[src/rtl/alu_imm_pipe.sv]
// Immediate generator, operand muxes and ALU with an iterative shift-add multiplier,
// wrapped in a valid/ready handshake with registered results and result forwarding.
module alu_imm_pipe #(
    parameter int WIDTH     = 16,
    parameter int IMM_WIDTH = 12,
    parameter int SHAMT_W   = $clog2(WIDTH)
) (
    input  logic                 CLK,
    input  logic                 reset,
    input  logic                 in_valid,
    output logic                 in_ready,
    input  logic [WIDTH-1:0]     A,
    input  logic [WIDTH-1:0]     B,
    input  logic                 ALUSrcA,
    input  logic                 ALUSrcB,
    input  logic [3:0]           ALUOp,
    input  logic [IMM_WIDTH-1:0] din,
    input  logic [1:0]           numBits,
    input  logic                 immShift,
    output logic                 out_valid,
    input  logic                 out_ready,
    output logic [WIDTH-1:0]     ALUOut,
    output logic [WIDTH-1:0]     immGen,
    output logic                 zero,
    output logic                 overflow
);

    localparam int EXT_W = (IMM_WIDTH > WIDTH) ? IMM_WIDTH : WIDTH;
    localparam int CNT_W = $clog2(WIDTH) + 1;

    typedef enum logic [1:0] {
        IDLE = 2'd0,
        EXEC = 2'd1,
        MUL  = 2'd2,
        HOLD = 2'd3
    } aluStateT;

    aluStateT             state_r;
    aluStateT             stateNext_s;

    logic                 inReady_r;
    logic                 outValid_r;
    logic [WIDTH-1:0]     aluOut_r;
    logic [WIDTH-1:0]     immGen_r;
    logic                 zero_r;
    logic                 overflow_r;

    logic [WIDTH-1:0]     opA_r;
    logic [WIDTH-1:0]     opB_r;
    logic [3:0]           op_r;
    logic [WIDTH-1:0]     mulAcc_r;
    logic [CNT_W-1:0]     mulCnt_r;

    logic [EXT_W-1:0]     immField_s;
    logic [WIDTH-1:0]     immExt_s;
    logic [WIDTH-1:0]     opASel_s;
    logic [WIDTH-1:0]     opBSel_s;
    logic [WIDTH-1:0]     aluRes_s;
    logic                 aluOvf_s;
    logic [SHAMT_W-1:0]   shamt_s;
    logic                 accept_s;
    logic                 mulLast_s;

    assign accept_s  = in_valid & inReady_r;
    assign mulLast_s = (mulCnt_r == CNT_W'(WIDTH));
    assign shamt_s   = opB_r[SHAMT_W-1:0];
    assign opASel_s  = ALUSrcA ? aluOut_r : A;
    assign opBSel_s  = ALUSrcB ? immExt_s : B;

    assign in_ready  = inReady_r;
    assign out_valid = outValid_r;
    assign ALUOut    = aluOut_r;
    assign immGen    = immGen_r;
    assign zero      = zero_r;
    assign overflow  = overflow_r;

    // Immediate field select, sign extension and optional halfword-style shift
    always_comb begin
        immField_s = {EXT_W{1'b0}};
        case (numBits)
            2'b00:   immField_s = EXT_W'($signed(din[7:0]));
            2'b01:   immField_s = EXT_W'($signed(din[3:0]));
            2'b10:   immField_s = EXT_W'($signed(din));
            2'b11:   immField_s = EXT_W'($signed(din[5:0]));
            default: immField_s = {EXT_W{1'b0}};
        endcase
        if (immShift) begin
            immExt_s = {immField_s[WIDTH-2:0], 1'b0};
        end else begin
            immExt_s = immField_s[WIDTH-1:0];
        end
    end

    // Single-cycle ALU on the operands captured at acceptance
    always_comb begin
        aluRes_s = {WIDTH{1'b0}};
        aluOvf_s = 1'b0;
        case (op_r)
            4'd0: begin
                aluRes_s = opA_r + opB_r;
                aluOvf_s = (opA_r[WIDTH-1] == opB_r[WIDTH-1]) &&
                           (aluRes_s[WIDTH-1] != opA_r[WIDTH-1]);
            end
            4'd1: begin
                // a - b overflows when a and -b share a sign, i.e. a and b differ
                aluRes_s = opA_r - opB_r;
                aluOvf_s = (opA_r[WIDTH-1] != opB_r[WIDTH-1]) &&
                           (aluRes_s[WIDTH-1] != opA_r[WIDTH-1]);
            end
            4'd2:    aluRes_s = opA_r & opB_r;
            4'd3:    aluRes_s = opA_r | opB_r;
            4'd4:    aluRes_s = opA_r ^ opB_r;
            4'd5:    aluRes_s = opA_r << shamt_s;
            4'd6:    aluRes_s = opA_r >> shamt_s;
            4'd7:    aluRes_s = $signed(opA_r) >>> shamt_s;
            4'd9:    aluRes_s = {{(WIDTH-1){1'b0}}, ($signed(opA_r) < $signed(opB_r))};
            default: aluRes_s = {WIDTH{1'b0}};
        endcase
    end

    // Next-state logic
    always_comb begin
        stateNext_s = state_r;
        case (state_r)
            IDLE: begin
                if (accept_s) begin
                    stateNext_s = (ALUOp == 4'd8) ? MUL : EXEC;
                end else begin
                    stateNext_s = IDLE;
                end
            end
            EXEC: stateNext_s = HOLD;
            MUL: begin
                if (mulLast_s) begin
                    stateNext_s = HOLD;
                end else begin
                    stateNext_s = MUL;
                end
            end
            HOLD: begin
                // release only once the result has actually been presented
                if (outValid_r && out_ready) begin
                    stateNext_s = IDLE;
                end else begin
                    stateNext_s = HOLD;
                end
            end
            default: stateNext_s = IDLE;
        endcase
    end

    // State register and handshake flags
    always_ff @(posedge CLK) begin
        if (reset) begin
            state_r    <= IDLE;
            inReady_r  <= 1'b0;
            outValid_r <= 1'b0;
        end else begin
            state_r    <= stateNext_s;
            inReady_r  <= (stateNext_s == IDLE);
            outValid_r <= (state_r == HOLD) && (stateNext_s == HOLD);
        end
    end

    // Operand capture, shift-add multiply and result registers
    always_ff @(posedge CLK) begin
        if (reset) begin
            opA_r      <= {WIDTH{1'b0}};
            opB_r      <= {WIDTH{1'b0}};
            op_r       <= 4'd0;
            mulAcc_r   <= {WIDTH{1'b0}};
            mulCnt_r   <= {CNT_W{1'b0}};
            aluOut_r   <= {WIDTH{1'b0}};
            immGen_r   <= {WIDTH{1'b0}};
            zero_r     <= 1'b0;
            overflow_r <= 1'b0;
        end else begin
            case (state_r)
                IDLE: begin
                    if (accept_s) begin
                        opA_r    <= opASel_s;
                        opB_r    <= opBSel_s;
                        op_r     <= ALUOp;
                        immGen_r <= immExt_s;
                        mulAcc_r <= {WIDTH{1'b0}};
                        mulCnt_r <= {CNT_W{1'b0}};
                    end else begin
                        opA_r <= opA_r;
                    end
                end
                EXEC: begin
                    aluOut_r   <= aluRes_s;
                    zero_r     <= (aluRes_s == {WIDTH{1'b0}});
                    overflow_r <= aluOvf_s;
                end
                MUL: begin
                    // multiplicand walks left, multiplier walks right, one bit per cycle
                    if (mulLast_s) begin
                        aluOut_r   <= mulAcc_r;
                        zero_r     <= (mulAcc_r == {WIDTH{1'b0}});
                        overflow_r <= 1'b0;
                    end else begin
                        if (opB_r[0]) begin
                            mulAcc_r <= mulAcc_r + opA_r;
                        end else begin
                            mulAcc_r <= mulAcc_r;
                        end
                        opA_r    <= {opA_r[WIDTH-2:0], 1'b0};
                        opB_r    <= {1'b0, opB_r[WIDTH-1:1]};
                        mulCnt_r <= mulCnt_r + CNT_W'(1);
                    end
                end
                HOLD: begin
                    aluOut_r <= aluOut_r;
                end
                default: begin
                    aluOut_r <= aluOut_r;
                end
            endcase
        end
    end

endmodule

[config.mk]
export PLATFORM = sky130hd
export DESIGN_NAME = alu_imm_pipe
export DESIGN_NICKNAME = d
export VERILOG_FILES = /design/src/rtl/alu_imm_pipe.sv
export SDC_FILE = /design/constraint.sdc
export NUM_CORES = 1
export LEC_CHECK = 0
export CORE_MARGIN = 2
export CORE_UTILIZATION = 40
export CTS_CLUSTER_SIZE = 28
export DETAILED_ROUTE_END_ITERATION = 10
export GPL_TIMING_DRIVEN = 0
export PLACE_DENSITY = 0.68
export SLEW_MARGIN = 20
export SYNTH_ARGS = -nofsm -noshare
export SYNTH_HDL_FRONTEND = slang
export SYNTH_SLANG_ARGS = --single-unit
export TNS_END_PERCENT = 30
[constraint.sdc]
create_clock -name CLK -period 4.9 [get_ports CLK]
set_clock_uncertainty 0.05 [all_clocks]
set_input_delay 0.49 -clock CLK [delete_from_list [all_inputs] [get_ports CLK]]
set_output_delay 0.49 -clock CLK [all_outputs]
set_load 0.01 [all_outputs]
==> flow_summary.json <==
{
  "status": "completed",
  "critical_path_arrival_ns": 4.94,
  "total_vias_in_the_final_route": 10300,
  "post_synth_inst_count": 1207,
  "first_global_vias": 9581,
  "critPathLaunchType": "flip-flop",
  "synth_seq_area_share": 0.200,
  "die_height_um": 156,
  "fp.dieArea_um2": 24200,
  "totalWireLength_mm": 39.7,
  "sequential_cell_area_um2": 1840,
  "global_route_wire_length_before_repair_mm": 59.6,
  "grt_antenna_before_repair": 1,
  "power.total_mw": 3.02,
  "timing_worst_slew_pin_value_ns": 1.11,
  "setup_repair_after_global_routing_missed_its_margin": "no",
  "top_level_ports": 93,
  "yosys_warnings": 0,
  "htreeDepth": 3,
  "worst_setup_hold_path_clk_slew_ns": 0.07,
  "ys_ff_latch": 92,
  "crit_path_max_fanout": 10,
  "timing.critical_path.to_type": "flip-flop",
  "clk_latency_ns": 0.36,
  "ys.flop_type": "dfxtp_1",
  "post-dp-hpwl_mm": 30.9,
  "core_region_area_um2": 22600,
  "cap_violations": 0,
  "leakage_nw": 4.14,
  "finalHoldViolCount": 0,
  "post_synth_num_cell_types": 82,
  "detailedRoute.firstPassIterationCount": 6,
  "area_growth_pct": 17.8,
  "initial_drt_markers": 1384,
  "n_fill_cell": 2324,
  "yosys-top-cells-area": "dfxtp_1 20%, ha_1 9.0%, nor2_1 5.4%",
  "power_density_nw_per_um2": 279,
  "post-cts-setup-buffers": 0,
  "clock_sinks": 92,
  "number_of_synthesized_flops_with_an_enable_pin": 0,
  "overflow": 0,
  "layout_min_cycle_time_ns": 4.71,
  "setup_viol": 0,
  "portBuffers": 91,
  "yosysTopAreaCell": "dfxtp_1",
  "routabilityCongestion": 1.01,
  "final.setup.tns_ns": 0,
  "post-synth-top-count-cell": "nor2_1",
  "drive_gt1_frac": 0.0586,
  "antenna_violating_nets_post_route": 0,
  "synth_largest_type_area_fraction": 0.200,
  "clock_tree_from_tritoncts": "yes",
  "multi_input_area_um2": 6750,
  "timing_worst_setup_path_type": "flip-flop to flip-flop",
  "grt_start_max_net_pins": 18,
  "nets": 1434,
  "timing.fmax_mhz": 212,
  "initial_core_util": 0.407,
  "grtUsageTotal": 0.324,
  "cts_max_path_buffers": 2,
  "post_synthesis_net_count": 1333,
  "floorplan.rows": 55,
  "min_period_over_period": 0.962,
  "cts_root_buffer": "clkbuf_16",
  "netlist_area_um2": 9190,
  "tritoncts.num_buffers": 9,
  "routedWlPerCell_um": 24.8,
  "via_per_inst": 6.47,
  "detail_route.drc_violations": 0,
  "netlist_top_cells_count": "132 x nor2_1, 110 x nand2_1, 95 x a21oi_1",
  "max_slew_violation_total_from_the_final_report": 0,
  "postSynthAreaPerCell_um2": 7.62,
  "worstHoldPathType": "flip-flop to flip-flop",
  "slew_headroom": 0.252,
  "vdd_drop_max_v": 0.000199,
  "worst_hold_slack_ns": 0.409,
  "chipWidth_um": 156,
  "asyncSetResetFlopFracSynth": 0,
  "worstPathRequired_ns": 5.13
}
## report_power, final
part | switching, mW | internal [mW]
clock | 0.345 | 0.404
sequential | 0.0872 | 0.803
combinational | 0.880 | 0.505
## cell families after synthesis
logic type,after synthesis,share of synthesized area
AOI/OAI and AO/OA,390,0.294
xor gates and xnor gates,15,0.0143
muxes,80,0.119
buffers and inverters,166,0.0710
and+or+nand+nor,395,0.204
adders and majority gates,69,0.0964
DFF,92,0.200
## what timing repair did
item,in CTS,in global routing
setup endpoints to repair,1,2
gates resized for setup,3,14
hold buffers,0,0
## path summary, 6_finish.rpt
| check | cells after the start | start | slack (ns) | to |
|---|---|---|---|---|
| hold reg to reg | 2 | immGen[5] | 0.41 | immGen[5] |
| hold / removal | 2 | immGen[5] | 0.41 | immGen[5] |
| setup reg to reg | 15 | opB_r[1] | 0.19 | zero |
| setup / recovery | 15 | opB_r[1] | 0.19 | zero |
## area by class of cell
cell class / instances / area share
well taps: 285 / 0.0329
plain buffers: 110 / 0.0420
inverters: 54 / 0.0187
clock inverters: 7 / 0.00740
flip-flops and latches: 92 / 0.170
clock buffers: 9 / 0.0208
multi-input cells: 949 / 0.623
repair buffers: 92 / 0.0848
diodes: 1 / 0.000231
## sequential cells by signal, summed over array words and instances (netlist names), 2 cells and up
register and flops:
opB_r 16, state_r 2, ALUOut 16, mulCnt_r 5
op_r 4, opA_r 16, immGen 13, mulAcc_r 16
## critical path, stage by stage, from the launching register on
cell	delay (ns)
dfxtp_1	0.45
buf_2	0.24
clkbuf_4	0.28
buf_2	0.29
clkbuf_4	0.30
inv_2	0.14
ha_1	0.35
o21ba_1	0.26
nor4_4	0.23
o32ai_1	0.16
a221oi_1	0.40
o221ai_1	0.30
nor4_1	0.40
nand4bb_1	0.14
or4_1	0.44
o31ai_2	0.19
## placed cells by master (no fill, tap or decap), types with 20 or more instances in the layout
cell             instances
o21ai_0                 51
clkbuf_1                85
clkdlybuf4s50_1         91
nor2_1                 132
mux2i_1                 48
nand3_1                 27
a21oi_1                 95
o211ai_1                26
ha_1                    66
inv_1                   50
dfxtp_1                 92
mux4_2                  20
nor3_1                  30
a211oi_1                50
nand2_1                110
## stage by stage
stage / setup slack [ns] / cells / utilization / area (um^2)
final: 0.186 / 1599 / 0.480 / 10800
after global routing: 0.0510 / 1599 / 0.480 / 10800
after CTS: 0.0842 / 1600 / 0.478 / 10800
after detailed placement: -0.00785 / 1584 / 0.464 / 10500
after global placement: -0.0671 / 1583 / 0.463 / 10500
after floorplan: 0.988 / 1207 / - / 9190
## metal layers
layer	vias up	routed length, um	GRT usage
li1	4721	-	-
met1	4933	16800	0.442
met2	593	17600	0.512
met3	99	3640	0.0622
met4	0	1610	0.118
met5	-	0	0
(Power assumes the default switching activity.)
